===== config.mk =====
export PLATFORM = sky130hd
export DESIGN_NAME = plru_replacement_unit
export DESIGN_NICKNAME = d
export VERILOG_FILES = /design/src/rtl/plru_replacement_unit_pkg.sv /design/src/rtl/plru_tree_next.sv /design/src/rtl/plru_replacement_unit.sv
export SDC_FILE = /design/constraint.sdc
export NUM_CORES = 1
export LEC_CHECK = 0
export ABC_CLOCK_PERIOD_IN_PS = 1740
export CORE_ASPECT_RATIO = 1.75
export CORE_MARGIN = 8
export CORE_UTILIZATION = 42
export DETAILED_ROUTE_END_ITERATION = 10
export GPL_TIMING_DRIVEN = 0
export SYNTH_ARGS = -nofsm -noshare
export SYNTH_HDL_FRONTEND = slang
export SYNTH_SLANG_ARGS = --single-unit

===== constraint.sdc =====
create_clock -name clk -period 1.74 [get_ports clk]
set_input_delay 0.174 -clock clk [delete_from_list [all_inputs] [get_ports clk]]
set_output_delay 0.174 -clock clk [all_outputs]
set_load 0.005 [all_outputs]

===== src/rtl/plru_replacement_unit_pkg.sv =====
// rtl/plru_replacement_unit_pkg.sv - shared types for the tree pseudo-LRU replacement engine
package lc3b_types;

    typedef enum logic {
        IDLE  = 1'b0,
        FLUSH = 1'b1
    } plru_state_t;

    function automatic int plru_tree_width(input int ways);
        return ways - 1;
    endfunction

endpackage


===== src/rtl/plru_tree_next.sv =====
// rtl/plru_tree_next.sv - combinational PLRU tree update and victim selection
module plru_tree_next #(
    parameter int WAYS = 4
) (
    input  logic [WAYS-2:0]         tree,
    input  logic [$clog2(WAYS)-1:0] way,
    output logic [WAYS-2:0]         tree_next,
    output logic [$clog2(WAYS)-1:0] victim
);

    localparam int LV = $clog2(WAYS);

    // Node k at depth d lies on the path whose way prefix (top d bits) equals k.
    always_comb begin
        tree_next = tree;
        for (int d = 0; d < LV; d++) begin
            for (int k = 0; k < (1 << d); k++) begin
                if ((way >> (LV - d)) == LV'(k)) begin
                    tree_next[(1 << d) - 1 + k] = way[LV - 1 - d];
                end
            end
        end
    end

    // Victim bits are produced MSB first; bits already chosen select the next node.
    always_comb begin
        victim = '0;
        for (int d = 0; d < LV; d++) begin
            for (int k = 0; k < (1 << d); k++) begin
                if ((victim >> (LV - d)) == LV'(k)) begin
                    victim[LV - 1 - d] = ~tree[(1 << d) - 1 + k];
                end
            end
        end
    end

endmodule


===== src/rtl/plru_replacement_unit.sv =====
// rtl/plru_replacement_unit.sv - per-set tree pseudo-LRU store with victim lookup and flush
module plru_replacement_unit
    import lc3b_types::*;
#(
    parameter int WAYS = 4,
    parameter int SETS = 8
) (
    input  logic                    clk,
    input  logic                    rst_n,
    input  logic                    access_valid,
    input  logic [$clog2(SETS)-1:0] access_set,
    input  logic [$clog2(WAYS)-1:0] access_way,
    input  logic                    victim_req,
    input  logic [$clog2(SETS)-1:0] victim_set,
    output logic                    victim_valid,
    output logic [$clog2(WAYS)-1:0] victim_way,
    input  logic                    flush_req,
    output logic                    busy,
    output logic                    flush_done
);

    localparam int TW = plru_tree_width(WAYS);
    localparam int WW = $clog2(WAYS);
    localparam int SW = $clog2(SETS);

    logic [TW-1:0] trees [SETS];

    plru_state_t   state, state_nxt;
    logic [SW-1:0] cnt, cnt_nxt;
    logic          done_nxt;

    logic [TW-1:0] upd_tree;
    logic [TW-1:0] byp_tree;
    logic [WW-1:0] sel_victim;
    logic [WW-1:0] unused_victim_a;
    logic [TW-1:0] unused_tree_v;

    plru_tree_next #(.WAYS(WAYS)) u_access (
        .tree      (trees[access_set]),
        .way       (access_way),
        .tree_next (upd_tree),
        .victim    (unused_victim_a)
    );

    // A same-set access this cycle must be visible to the victim lookup.
    assign byp_tree = (access_valid && access_set == victim_set) ? upd_tree : trees[victim_set];

    plru_tree_next #(.WAYS(WAYS)) u_victim (
        .tree      (byp_tree),
        .way       (access_way),
        .tree_next (unused_tree_v),
        .victim    (sel_victim)
    );

    always_comb begin
        state_nxt = state;
        cnt_nxt   = cnt;
        done_nxt  = 1'b0;
        case (state)
            IDLE: begin
                if (flush_req) begin
                    state_nxt = FLUSH;
                    cnt_nxt   = '0;
                end
            end
            FLUSH: begin
                cnt_nxt = cnt + 1'b1;
                if (cnt == SW'(SETS - 1)) begin
                    state_nxt = IDLE;
                    done_nxt  = 1'b1;
                end
            end
            default: state_nxt = IDLE;
        endcase
    end

    assign busy = (state == FLUSH);

    always_ff @(posedge clk or negedge rst_n) begin
        if (!rst_n) begin
            state        <= IDLE;
            cnt          <= '0;
            flush_done   <= 1'b0;
            victim_valid <= 1'b0;
            victim_way   <= '0;
        end else begin
            state        <= state_nxt;
            cnt          <= cnt_nxt;
            flush_done   <= done_nxt;
            victim_valid <= victim_req && (state == IDLE);
            if (victim_req && state == IDLE) begin
                victim_way <= sel_victim;
            end
        end
    end

    always_ff @(posedge clk or negedge rst_n) begin
        if (!rst_n) begin
            for (int s = 0; s < SETS; s++) begin
                trees[s] <= '0;
            end
        end else if (state == FLUSH) begin
            trees[cnt] <= '0;
        end else if (access_valid) begin
            trees[access_set] <= upd_tree;
        end
    end

endmodule


==> flow_metrics.tcl <==
set metrics [dict create \
    status "finished clean" \
    cts_buffer_depth 2 \
    viasPerCell 5.80 \
    area_growth_pct 16.4 \
    whs_ps 378 \
    rsz0062_at_grt "true" \
    wl_per_cell_microns 18.5 \
    startpoint_type "flop" \
    grt_pass1_vias 1437 \
    ys_ff_latch 32 \
    synth.avg_cell_area_sq_um 10.7 \
    drive_gt1_frac 0.118 \
    worstPathMaxFanout 8 \
    finish.instance_area_sq_um 2090 \
    max_freq_mhz 592 \
    grt_start_max_net_pins 21 \
    crit_path_end_kind "flop" \
    cts_buffers 5 \
    ys_async_sr_fraction 1.00 \
    skew_ps 8.87 \
    power_density_nw_per_um2 1340 \
    die_h_microns 102 \
    die_w_microns 65.4 \
    tns_ps 0 \
    drc 0 \
    io_buffers 11 \
    min_period_over_period 0.971 \
    grt_pass1_wl_mm 7.15 \
    synth_top_cell_area_share 0.447 \
    yosysSeqAreaShare 0.447 \
    synth_area_sq_um 1790 \
    h-tree-depth 2 \
    p_leak_nw 0.878 \
    relSlewSlack 0.357 \
    n_antenna_cell 0 \
    core_sq_um 4110 \
    dp_hpwl_mm 3.41 \
    dpl_cell_area_sq_um 1980 \
    synth_cells 167 \
    std_cell_rows 31 \
    synth_nets 182 \
    totalWireLength_mm 4.36 \
    drt_iter0_drc 79 \
    period_needed_ps 1690 \
    utilization 0.508 \
    fin_cells 236 \
    criticalPathCategory "flop to flop" \
    crit_arrival_ps 1820 \
    worstSkewPairLatency_ps 280 \
    cts_root_buf "clkbuf_8" \
    cp_data_required_time_ps 1870 \
    antenna_found_initial 0 \
    synth_edf_count 0 \
    peakVddDrop_v 0.000869 \
    ys_types 27 \
    place_inst 228 \
    gp_congestion 0.805 \
    ios 18 \
    dieArea_sq_um 6700 \
    synth_area_leaders "dfrtp_1 (45%), mux2i_1 (11%), nand2_1 (6.3%)" \
    maxSlewViolCount 0 \
    drv_cap 0 \
    clk_pin_slew_worst_paths_ps 70 \
    vias 1369 \
    drt-pass1-iter-count 4 \
    cts_hold_buf 0 \
    synth.most_common_cell "dfrtp_1" \
    yosysTopAreaCell "dfrtp_1" \
    clock-sinks 32 \
    cts_tree "done" \
    start_util 0.436 \
    setup_viol 0 \
    grt-ovfl-total 0 \
    synthTopCellsByCount "dfrtp_1 (32), nand2_1 (30), mux2i_1 (19)" \
    r2r_slack_ps 50 \
    ys.warnings.count 0 \
    hold_viol 0 \
    antenna_left 0 \
    grt_usage 0.140 \
    holdCritPathClass "input pin to flop" \
    synthFlopType "dfrtp_1" \
    nets 201 \
    tightest_slew_ps 961 \
]
worst paths after layout:
kind / end / cells past startpoint / startpoint
max in group asynchronous: trees[6]$_DFFE_PN0P_ / 2 / rst_n
min in group asynchronous: trees[16]$_DFFE_PN0P_ / 1 / rst_n
hold reg to reg: trees[15]$_DFFE_PN0P_ / 2 / trees[15]$_DFFE_PN0P_
setup reg to reg: trees[19]$_DFFE_PN0P_ / 4 / trees[1]$_DFFE_PN0P_
hold / removal: trees[12]$_DFFE_PN0P_ / 3 / access_way[1]
setup / recovery: trees[19]$_DFFE_PN0P_ / 4 / trees[1]$_DFFE_PN0P_
critical path, cell delays in order, from the launching register on:
cell and delay (ps):
dfrtp_1 410, mux4_2 490, o21ai_2 180, a21boi_4 340, mux2i_1 130
flip-flops by register name (all words and copies together), names as in the netlist:
signal        flops
victim_way        2
victim_valid      1
cnt               3
flush_done        1
trees            24
busy              1
per-stage QoR:
step,total power [W],setup WS (ps)
6_report,0.00281,50.6
3_3_place_gp,0.00216,-83.9
5_1_grt,0.00300,-16.7
4_1_cts,0.00281,14.9
2_1_floorplan,0.00185,257
3_5_place_dp,0.00223,-112
cell families (layout without fill, tap and decap cells):
family,Yosys count,after routing,share of synthesized area
flip-flops,32,32,0.447
adder cells (fa/ha/maj),2,2,0.0140
XOR/XNOR,3,3,0.0147
AND/OR/NAND/NOR,67,67,0.177
multiplexers,28,28,0.221
AO/OA/AOI/OAI,25,25,0.0935
buffers and inverters,10,30,0.0335
power by group:
| part | internal, W | switching [W] | leakage [nW] |
|---|---|---|---|
| sequential | 0.00101 | 0.000254 | 0.421 |
| combinational | 0.000477 | 0.000482 | 0.411 |
| clock | 0.000322 | 0.000260 | 0.0455 |
| total | 0.00181 | 0.000995 | 0.878 |
placed cells by master, fill, tap and decap left out, types with 2 or more instances in the layout:
| cell type | count |
|---|---|
| mux4_2 | 4 |
| clkdlybuf4s50_1 | 11 |
| a21boi_4 | 2 |
| mux2i_1 | 19 |
| nor2_1 | 6 |
| o21ai_0 | 10 |
| nand2_1 | 30 |
| nand2b_1 | 2 |
| o21ai_2 | 2 |
| clkbuf_8 | 6 |
| o21ai_1 | 6 |
| nand3_1 | 13 |
| nor3b_2 | 2 |
| nor3_1 | 2 |
| xnor2_1 | 3 |
| nor2b_1 | 6 |
| nand3b_1 | 3 |
| buf_6 | 3 |
| clkbuf_1 | 5 |
| ha_1 | 2 |
| a21oi_1 | 2 |
| mux4_1 | 4 |
| nand4_1 | 2 |
| dfrtp_1 | 32 |
| inv_1 | 3 |
| a221oi_1 | 2 |
repair_timing:
action	CTS	global route
gates resized for setup	0	4
setup endpoints to repair	0	15
buffers inserted	0	0
hold endpoints to repair	0	0
final cells by class:
type	count	area [sq um]
plain buffers	7	48.8
flip-flops and latches	32	801
well taps	49	61.3
clock buffers	8	90.1
repair buffers	12	125
fillers	397	2020
inverters	3	11.3
multi-input cells	125	950
routing by layer:
layer / part of all wire / vias up / global-route usage
met5: 0 / - / 0
met4: 0.021 / 0 / 0.0726
met3: 0.060 / 7 / 0.0340
met2: 0.55 / 49 / 0.251
met1: 0.37 / 671 / 0.143
li1: - / 642 / -
No activity file was read; power rests on OpenSTA's default activity.
